$ cat src/rtl/micro_sequencer_if.sv
//------------------------------------------------------------------------------
// micro_sequencer_if : sequencer <-> control-store / datapath signal bundle
// Optional retire_cnt signal present when USEQ_RETIRE_CNT_EN is defined.
// Revision : 1.0
//------------------------------------------------------------------------------
`default_nettype none

interface micro_sequencer_if #(
    parameter int RETIRE_W = 32
);
    logic [2:0]          seq_ctl;
    logic [6:0]          opcode;
    logic                mem_wait;
    logic                restart;
    logic [3:0]          upc;
    logic                kill;
    logic                illegal;
    logic                instr_done;
`ifdef USEQ_RETIRE_CNT_EN
    logic [RETIRE_W-1:0] retire_cnt;

    modport master (
        input  seq_ctl, opcode, mem_wait, restart,
        output upc, kill, illegal, instr_done, retire_cnt
    );

    modport slave (
        output seq_ctl, opcode, mem_wait, restart,
        input  upc, kill, illegal, instr_done, retire_cnt
    );
`else
    modport master (
        input  seq_ctl, opcode, mem_wait, restart,
        output upc, kill, illegal, instr_done
    );

    modport slave (
        output seq_ctl, opcode, mem_wait, restart,
        input  upc, kill, illegal, instr_done
    );
`endif
endinterface

`default_nettype wire

$ cat src/rtl/micro_sequencer.sv
//------------------------------------------------------------------------------
// micro_sequencer : 4-bit micro-PC sequencer with opcode dispatch and halt trap
// Optional retired-instruction counter enabled by USEQ_RETIRE_CNT_EN.
// Revision : 1.0
//------------------------------------------------------------------------------
`default_nettype none

module micro_sequencer #(
    parameter logic [3:0] FETCH_ADDR = 4'd0,
    parameter logic [3:0] ALUWB_ADDR = 4'd7,
    parameter logic [3:0] HALT_ADDR  = 4'd15,
    parameter int         RETIRE_W   = 32
) (
    input  wire logic          clk,
    input  wire logic          rst_n,
    micro_sequencer_if.master  bus
);

    localparam logic [6:0] c_op_load   = 7'b0000011;
    localparam logic [6:0] c_op_store  = 7'b0100011;
    localparam logic [6:0] c_op_rtype  = 7'b0110011;
    localparam logic [6:0] c_op_itype  = 7'b0010011;
    localparam logic [6:0] c_op_jal    = 7'b1101111;
    localparam logic [6:0] c_op_branch = 7'b1100011;

    localparam logic [3:0] c_upc_memaddr = 4'd2;
    localparam logic [3:0] c_upc_memrd   = 4'd3;
    localparam logic [3:0] c_upc_memwr   = 4'd5;
    localparam logic [3:0] c_upc_exec_r  = 4'd6;
    localparam logic [3:0] c_upc_exec_i  = 4'd8;
    localparam logic [3:0] c_upc_jal     = 4'd9;
    localparam logic [3:0] c_upc_branch  = 4'd10;

    localparam logic [2:0] c_seq_next  = 3'b000;
    localparam logic [2:0] c_seq_disp1 = 3'b001;
    localparam logic [2:0] c_seq_disp2 = 3'b010;
    localparam logic [2:0] c_seq_fetch = 3'b011;
    localparam logic [2:0] c_seq_aluwb = 3'b100;

    typedef enum logic [0:0] {
        ST_RUN  = 1'b0,
        ST_HALT = 1'b1
    } state_t;

    state_t     r_state;
    state_t     w_state_nxt;
    logic [3:0] r_upc;
    logic [3:0] w_upc_nxt;
    logic       r_illegal;
    logic       w_illegal_nxt;
    logic       r_done;
    logic       w_done_nxt;
    logic       w_stall;
    logic [3:0] w_disp1_addr;
    logic       w_disp1_ok;
    logic [3:0] w_disp2_addr;
    logic       w_disp2_ok;

    // Dispatch tables; an unmatched opcode traps into HALT.
    always_comb begin
        w_disp1_addr = FETCH_ADDR;
        w_disp1_ok   = 1'b1;
        case (bus.opcode)
            c_op_load,
            c_op_store:  w_disp1_addr = c_upc_memaddr;
            c_op_rtype:  w_disp1_addr = c_upc_exec_r;
            c_op_itype:  w_disp1_addr = c_upc_exec_i;
            c_op_jal:    w_disp1_addr = c_upc_jal;
            c_op_branch: w_disp1_addr = c_upc_branch;
            default:     w_disp1_ok   = 1'b0;
        endcase
    end

    always_comb begin
        w_disp2_addr = FETCH_ADDR;
        w_disp2_ok   = 1'b1;
        case (bus.opcode)
            c_op_load:  w_disp2_addr = c_upc_memrd;
            c_op_store: w_disp2_addr = c_upc_memwr;
            default:    w_disp2_ok   = 1'b0;
        endcase
    end

    // Only the Fetch and memory-access micro-states wait on memory.
    assign w_stall = bus.mem_wait &&
                     ((r_upc == FETCH_ADDR) || (r_upc == c_upc_memrd) ||
                      (r_upc == c_upc_memwr));

    always_comb begin
        w_state_nxt   = r_state;
        w_upc_nxt     = r_upc;
        w_illegal_nxt = r_illegal;
        w_done_nxt    = 1'b0;
        case (r_state)
            ST_RUN: begin
                if (!w_stall) begin
                    case (bus.seq_ctl)
                        c_seq_next: w_upc_nxt = r_upc + 4'd1;
                        c_seq_disp1: begin
                            if (w_disp1_ok) begin
                                w_upc_nxt = w_disp1_addr;
                            end else begin
                                w_state_nxt = ST_HALT;
                            end
                        end
                        c_seq_disp2: begin
                            if (w_disp2_ok) begin
                                w_upc_nxt = w_disp2_addr;
                            end else begin
                                w_state_nxt = ST_HALT;
                            end
                        end
                        c_seq_fetch: begin
                            w_upc_nxt  = FETCH_ADDR;
                            w_done_nxt = 1'b1;
                        end
                        c_seq_aluwb: w_upc_nxt   = ALUWB_ADDR;
                        default:     w_state_nxt = ST_HALT;
                    endcase
                    if (w_state_nxt == ST_HALT) begin
                        w_upc_nxt     = HALT_ADDR;
                        w_illegal_nxt = 1'b1;
                    end
                end
            end
            ST_HALT: begin
                if (bus.restart) begin
                    w_state_nxt = ST_RUN;
                    w_upc_nxt   = FETCH_ADDR;
                end
            end
            default: begin
                w_state_nxt = ST_HALT;
                w_upc_nxt   = HALT_ADDR;
            end
        endcase
    end

    always_ff @(posedge clk or negedge rst_n) begin
        if (!rst_n) begin
            r_state   <= ST_RUN;
            r_upc     <= FETCH_ADDR;
            r_illegal <= 1'b0;
            r_done    <= 1'b0;
        end else begin
            r_state   <= w_state_nxt;
            r_upc     <= w_upc_nxt;
            r_illegal <= w_illegal_nxt;
            r_done    <= w_done_nxt;
        end
    end

    assign bus.upc        = r_upc;
    assign bus.kill       = (r_state == ST_HALT);
    assign bus.illegal    = r_illegal;
    assign bus.instr_done = r_done;

`ifdef USEQ_RETIRE_CNT_EN
    logic [RETIRE_W-1:0] r_retire;

    // Advances on the same edge that raises instr_done, so the count tracks the pulse.
    always_ff @(posedge clk or negedge rst_n) begin
        if (!rst_n) begin
            r_retire <= '0;
        end else if (w_done_nxt) begin
            r_retire <= r_retire + {{(RETIRE_W-1){1'b0}}, 1'b1};
        end
    end

    assign bus.retire_cnt = r_retire;
`endif

endmodule

`default_nettype wire

$ cat src/flat_wrapper.sv
// flat-port wrapper written by rule: the top's interface ports become plain ports
module micro_sequencer_flat 
#(
    parameter logic [3:0] FETCH_ADDR = 4'd0,
    parameter logic [3:0] ALUWB_ADDR = 4'd7,
    parameter logic [3:0] HALT_ADDR  = 4'd15,
    parameter int         RETIRE_W   = 32
)
  (clk, rst_n, bus_seq_ctl, bus_opcode, bus_mem_wait, bus_restart, bus_upc, bus_kill, bus_illegal, bus_instr_done);
  micro_sequencer_if #(.RETIRE_W(RETIRE_W)) bus_i ();
  input  wire logic clk;
  input  wire logic rst_n;
  input wire logic [$bits(bus_i.seq_ctl)-1:0] bus_seq_ctl;
  input wire logic [$bits(bus_i.opcode)-1:0] bus_opcode;
  input wire logic [$bits(bus_i.mem_wait)-1:0] bus_mem_wait;
  input wire logic [$bits(bus_i.restart)-1:0] bus_restart;
  output wire logic [$bits(bus_i.upc)-1:0] bus_upc;
  output wire logic [$bits(bus_i.kill)-1:0] bus_kill;
  output wire logic [$bits(bus_i.illegal)-1:0] bus_illegal;
  output wire logic [$bits(bus_i.instr_done)-1:0] bus_instr_done;
  assign bus_i.seq_ctl = bus_seq_ctl;
  assign bus_i.opcode = bus_opcode;
  assign bus_i.mem_wait = bus_mem_wait;
  assign bus_i.restart = bus_restart;
  assign bus_upc = bus_i.upc;
  assign bus_kill = bus_i.kill;
  assign bus_illegal = bus_i.illegal;
  assign bus_instr_done = bus_i.instr_done;
  micro_sequencer #(.FETCH_ADDR(FETCH_ADDR), .ALUWB_ADDR(ALUWB_ADDR), .HALT_ADDR(HALT_ADDR), .RETIRE_W(RETIRE_W)) u_core (.clk(clk), .rst_n(rst_n), .bus(bus_i));
endmodule
$ cat config.mk
export PLATFORM = sky130hd
export DESIGN_NAME = micro_sequencer_flat
export DESIGN_NICKNAME = d
export VERILOG_FILES = /design/src/rtl/micro_sequencer_if.sv /design/src/rtl/micro_sequencer.sv /design/src/flat_wrapper.sv
export SDC_FILE = /design/constraint.sdc
export NUM_CORES = 1
export LEC_CHECK = 0
export BUFFER_PORTS_ARGS = -buffer_cell sky130_fd_sc_hd__clkbuf_2
export CAP_MARGIN = 25
export CORE_UTILIZATION = 45
export DETAILED_ROUTE_END_ITERATION = 8
export GPL_TIMING_DRIVEN = 1
export PLACE_DENSITY_LB_ADDON = 0.12
export SYNTH_ARGS = -nofsm -noshare
export SYNTH_HDL_FRONTEND = slang
export SYNTH_SLANG_ARGS = --single-unit
export TNS_END_PERCENT = 5
$ cat constraint.sdc
create_clock -name clk -period 4.2 [get_ports clk]
set_input_delay 0.63 -clock clk [delete_from_list [all_inputs] [get_ports clk]]
set_output_delay 0.63 -clock clk [all_outputs]
set_load 0.02 [all_outputs]
# [Word-level counts from Yosys, hierarchy flattened]
# Index checks and enable logic that the tools add are counted.
[totals] wordCells=56 ff_bits=7 output_inout_bits=7
[classes] n_mux=22 bitwise_logic=2 n_reduce_logical=10 eq_ne=17 n_addsub=1
[op_table] cell="$pmux W4 S5" count=2
[op_table] cell="$mux W4" count=5
[op_table] cell="$eq A7 B6 Y1 const B" count=2
[op_table] cell="$eq A7 B7 Y1 const B" count=2
[op_table] cell="$mux W1" count=11
[op_table] cell="$ne A4 B2 Y1 const B" count=2
[op_table] cell="$pmux W4 S2" count=1
[op_table] cell="$eq A7 B2 Y1 const B" count=1
[op_table] cell="$eq A7 B5 Y1 const B" count=1
[op_table] cell="$ne A7 B6 Y1 const B" count=1
[op_table] cell="$eq A3 B2 Y1 const B" count=2
[op_table] cell="$pmux W3 S2" count=1
[op_table] cell="$reduce_or A6 Y1" count=1
[op_table] cell="$reduce_and A5 Y1" count=1
[op_table] cell="$add A4 B1 Y4 const B" count=1
[op_table] cell="$eq A4 B2 Y1 const B" count=1
[op_table] cell="$eq A4 B3 Y1 const B" count=1
[op_table] cell="$logic_not A4 Y1" count=1
[op_table] cell="$ne A2 B2 Y1 const B" count=2
[op_table] cell="$eq A3 B1 Y1 const B" count=1
[op_table] cell="$eq A3 B3 Y1 const B" count=1
[op_table] cell="$logic_not A3 Y1" count=1
[op_table] cell="$pmux W1 S3" count=1
[op_table] cell="$reduce_and A3 Y1" count=1
[op_table] cell="other kinds (6)" count=8

# [Logic depth before layout (Yosys ltp)]
[logic_depth] depth_word=10 ltp_mapped=7 mapped_depth_nobuf=7

# [Worst setup path before layout]
# No wires, ideal clock.
[synth_timing] path_type="reg-to-reg" from="reg u_core.r_upc[0], in the netlist u_core.bus.upc[0]" to="reg u_core.r_illegal, in the netlist u_core.bus.illegal" path_stages_with_launch=8 n_path_buf=0 t_arrival_ps=1574 setup_ps=69 slack_ps=2557 cell_sequence="dfrtp_1 inv_1 ha_1 nor3_1 nor4b_2 nor2_1 o211ai_2 nand2b_1"
[synth_via] elab_chain_cells=6 elab_cells_between_ends=8
[synth_rtl] element="start: declaration" line="micro_sequencer.sv:47" rtl="logic [3:0] r_upc;"
[synth_rtl] element="start signal: assignment" line="micro_sequencer.sv:147" rtl="r_upc <= w_upc_nxt;"
[synth_rtl] element="$eq A4 B2 Y1 or $logic_not A4 Y1 (tied branches)" line="micro_sequencer.sv:86" rtl="((r_upc == FETCH_ADDR) || (r_upc == c_upc_memrd) ||"
[synth_rtl] element="$logic_or A1 B1 Y1" line="micro_sequencer.sv:86"
[synth_rtl] element="$logic_or A1 B1 Y1 *" line="micro_sequencer.sv:86"
[synth_rtl] element="$logic_and A1 B1 Y1 *" line="micro_sequencer.sv:85" rtl="assign w_stall = bus.mem_wait &&"
[synth_rtl] element="$not A1 Y1 (no source line) *"
[synth_rtl] element="$reduce_and A3 Y1 (no source line) *"
[synth_rtl] element="end signal: assignment" line="micro_sequencer.sv:148" rtl="r_illegal <= w_illegal_nxt;"
[synth_rtl] element="end: declaration" line="micro_sequencer.sv:49" rtl="logic r_illegal;"
# Mark *: on every way between the ends. The rest lies on a longest branch, timed or not.
# A chain may end at the register's enable or synchronous reset.

# [Worst setup path in the final report]
# Ends and elaborated chain as after synthesis.

==> impl_metrics.env <==
export IMPL_cts_buffers=3
export IMPL_cts_root_buffer_cell="clkbuf_4"
export IMPL_antenna_left=0
export IMPL_fp_dieArea_um2=1590
export IMPL_finalHoldViolations=0
export IMPL_synth_cell_types=33
export IMPL_ir_worst_vdd_uv=362
export IMPL_drtPass1Iterations=4
export IMPL_setup_ws_ns=2.37
export IMPL_dpl_hpwl_um=1070
export IMPL_yosys_register_bits=7
export IMPL_fillCellCount=115
export IMPL_critical_path_startpoint="u_core.bus.upc[0]$_DFFE_PN0P_"
export IMPL_pre_cts_slack_ns=2.37
export IMPL_max_freq_ghz=0.548
export IMPL_clockBufferDepth=2
export IMPL_n_antenna_cell=0
export IMPL_worst_setup_path_start_kind="flop"
export IMPL_fin_setup_tns_ns=0
export IMPL_grt_overflow=0
export IMPL_place_gp_congestion=0.829
export IMPL_ys_seq_area_share_pct=27.1
export IMPL_cts_tree="built"
export IMPL_setup_violations_final=0
export IMPL_core_um2=1320
export IMPL_io_pin_count=21
export IMPL_path_class="flop to flop"
export IMPL_rrSetupSlack_ns=2.37
export IMPL_area_growth_pct=19.0
export IMPL_htree_num_levels=1
export IMPL_reg2regPathDepth=7
export IMPL_power_w=0.000418
export IMPL_final_cell_mix="clkbuf_2, dfrtp_1, inv_1, nand3_1"
export IMPL_synthArstFlopShare_pct=100
export IMPL_antenna_found_initial=0
export IMPL_final_setup_skew_ns=0.00463
export IMPL_grt_usage_pct=20.8
export IMPL_port_buffers=20
export IMPL_leakage_nw=0.348
export IMPL_nNetsFinal=110
export IMPL_period_share_pct=43.5
export IMPL_rows=13
export IMPL_critPathArrivalTime_ns=2.01
export IMPL_cts_hold_buf=0
export IMPL_slew_viol_final=0
export IMPL_path_max_fanout=6
export IMPL_end_kind="flop"
export IMPL_r2r_end="u_core.bus.illegal$_DFFE_PN0P_"
export IMPL_drt_iter0_markers=12
export IMPL_die_x_um=39.9
export IMPL_rsz0062_at_grt="no"
export IMPL_r2r_start="u_core.bus.upc[0]$_DFFE_PN0P_"
export IMPL_wl_um=1360
export IMPL_clk_latency_ns=0.25
export IMPL_grt_pass1_wl_um=2080
export IMPL_crit_path_end="u_core.bus.illegal$_DFFE_PN0P_"
export IMPL_drt_vias_per_instance=5.54
export IMPL_worstPathRequired_ns=4.38
export IMPL_clk_pin_slew_worst_paths_ns=0.05
export IMPL_synth_fp_nets=88
export IMPL_cap_violations=0
export IMPL_finalCriticalPeriod_ns=1.83
export IMPL_final_common_cell="clkbuf_2"
export IMPL_p_per_area_nw_per_um2=544
export IMPL_drive_gt1_share_pct=32.6
export IMPL_initial_core_util_pct=49.0
export IMPL_cts_sinks=7
export IMPL_grt_max_degree=12
export IMPL_cts_resized=0
export IMPL_wire_per_inst_um=12.7
export IMPL_syn_inst=71
export IMPL_hold_class="primary input to async pin"
export IMPL_syn_area_um2=646
export IMPL_drc=0
export IMPL_vias=593
export IMPL_grt_pass1_vias=483
export IMPL_synth_ff_type="dfrtp_1"
export IMPL_die_h_um=39.9
export IMPL_synth_edff_count=0
export IMPL_tightest_slew_ns=0.380
export IMPL_post_cts_buffers=0
export IMPL_maxSlewHeadroom_pct=74.6
export IMPL_synth_area_per_cell_um2=9.09
export IMPL_yosysWarnings=0
export IMPL_status="complete, no violations"
worst max-delay path, stage by stage, from the launching register on:
cell and delay (ns):
dfrtp_1 0.44, inv_1 0.09, ha_1 0.20, nor3_1 0.24, nor4b_2 0.11, nor2_1 0.32
o211ai_2 0.24, nand2b_1 0.12
per-stage QoR:
step	std cells	hold WS, ns	util [%]	area (um2)
floorplan	71	0.334	-	646
global placement	103	0.450	56.3	742
detailed placement	103	0.455	56.3	742
CTS	107	0.200	58.3	768
global route	107	0.203	58.3	768
finish	107	0.199	58.3	768
worst min-delay path by stage:
stage / startpoint / end / slack [ns] / depth (start not counted)
final: rst_n / u_core.bus.instr_done$_DFF_PN0_ / 0.20 / 1
after global routing: rst_n / u_core.bus.upc[0]$_DFFE_PN0P_ / 0.20 / 1
after CTS: rst_n / u_core.bus.upc[0]$_DFFE_PN0P_ / 0.20 / 1
after detailed placement: u_core.bus.illegal$_DFFE_PN0P_ / u_core.bus.illegal$_DFFE_PN0P_ / 0.46 / 1
after global placement: u_core.bus.illegal$_DFFE_PN0P_ / u_core.bus.illegal$_DFFE_PN0P_ / 0.45 / 1
after floorplan: rst_n / u_core.bus.illegal$_DFFE_PN0P_ / 0.33 / 0
state kept, by name (all words and copies together) (netlist names):
| signal | flops |
|---|---|
| u_core.bus.upc | 4 |
| u_core.bus.illegal | 1 |
| u_core.bus.instr_done | 1 |
| u_core.bus.kill | 1 |
power breakdown:
group | switching [W] | total, W | internal, W
logic | 0.000131 | 0.000226 | 0.0000949
registers | 0.0000374 | 0.000131 | 0.0000938
clock network | 0.0000242 | 0.0000604 | 0.0000362
total | 0.000193 | 0.000418 | 0.000225
cell usage after synthesis, types with 2 or more instances:
cell type / number / area share [%]
nor4b_2: 2 / 4.7
maj3_1: 3 / 4.7
dfrtp_1: 7 / 27
nand3_1: 5 / 3.9
nor3b_1: 2 / 2.3
nand2_1: 3 / 1.7
inv_1: 5 / 2.9
nor2_1: 4 / 2.3
buf_4: 3 / 3.5
nor3_1: 4 / 3.1
o21ai_0: 4 / 3.1
a21oi_1: 2 / 1.6
ha_1: 3 / 5.8
nand2b_1: 3 / 2.9
xor2_1: 2 / 2.7
nor2b_1: 2 / 1.9
area by class of cell:
class	instances	area, um2	share of cell area (%)
tap	15	18.8	2.44
multi-input combinational	56	429	55.9
clock buffer	4	26.3	3.42
sequential	7	175	22.8
timing repair buffer	20	100	13.0
inverter	5	18.8	2.44
metal layers:
metal	vias to the layer above	track usage [%]	wire, um
met5	-	0	0
met4	0	5.17	0
met3	0	8.52	62
met2	14	31.0	638
met1	273	27.1	661
li1	306	-	-
kinds of logic after synthesis:
kind of cell,share of synthesized area (%)
buf+inv,6.40
simple gates,34.5
xor+xnor,4.07
flops,27.1
fa+ha+maj,10.5
mux,3.29
compound gates,14.1
(Power assumes the default switching activity.)
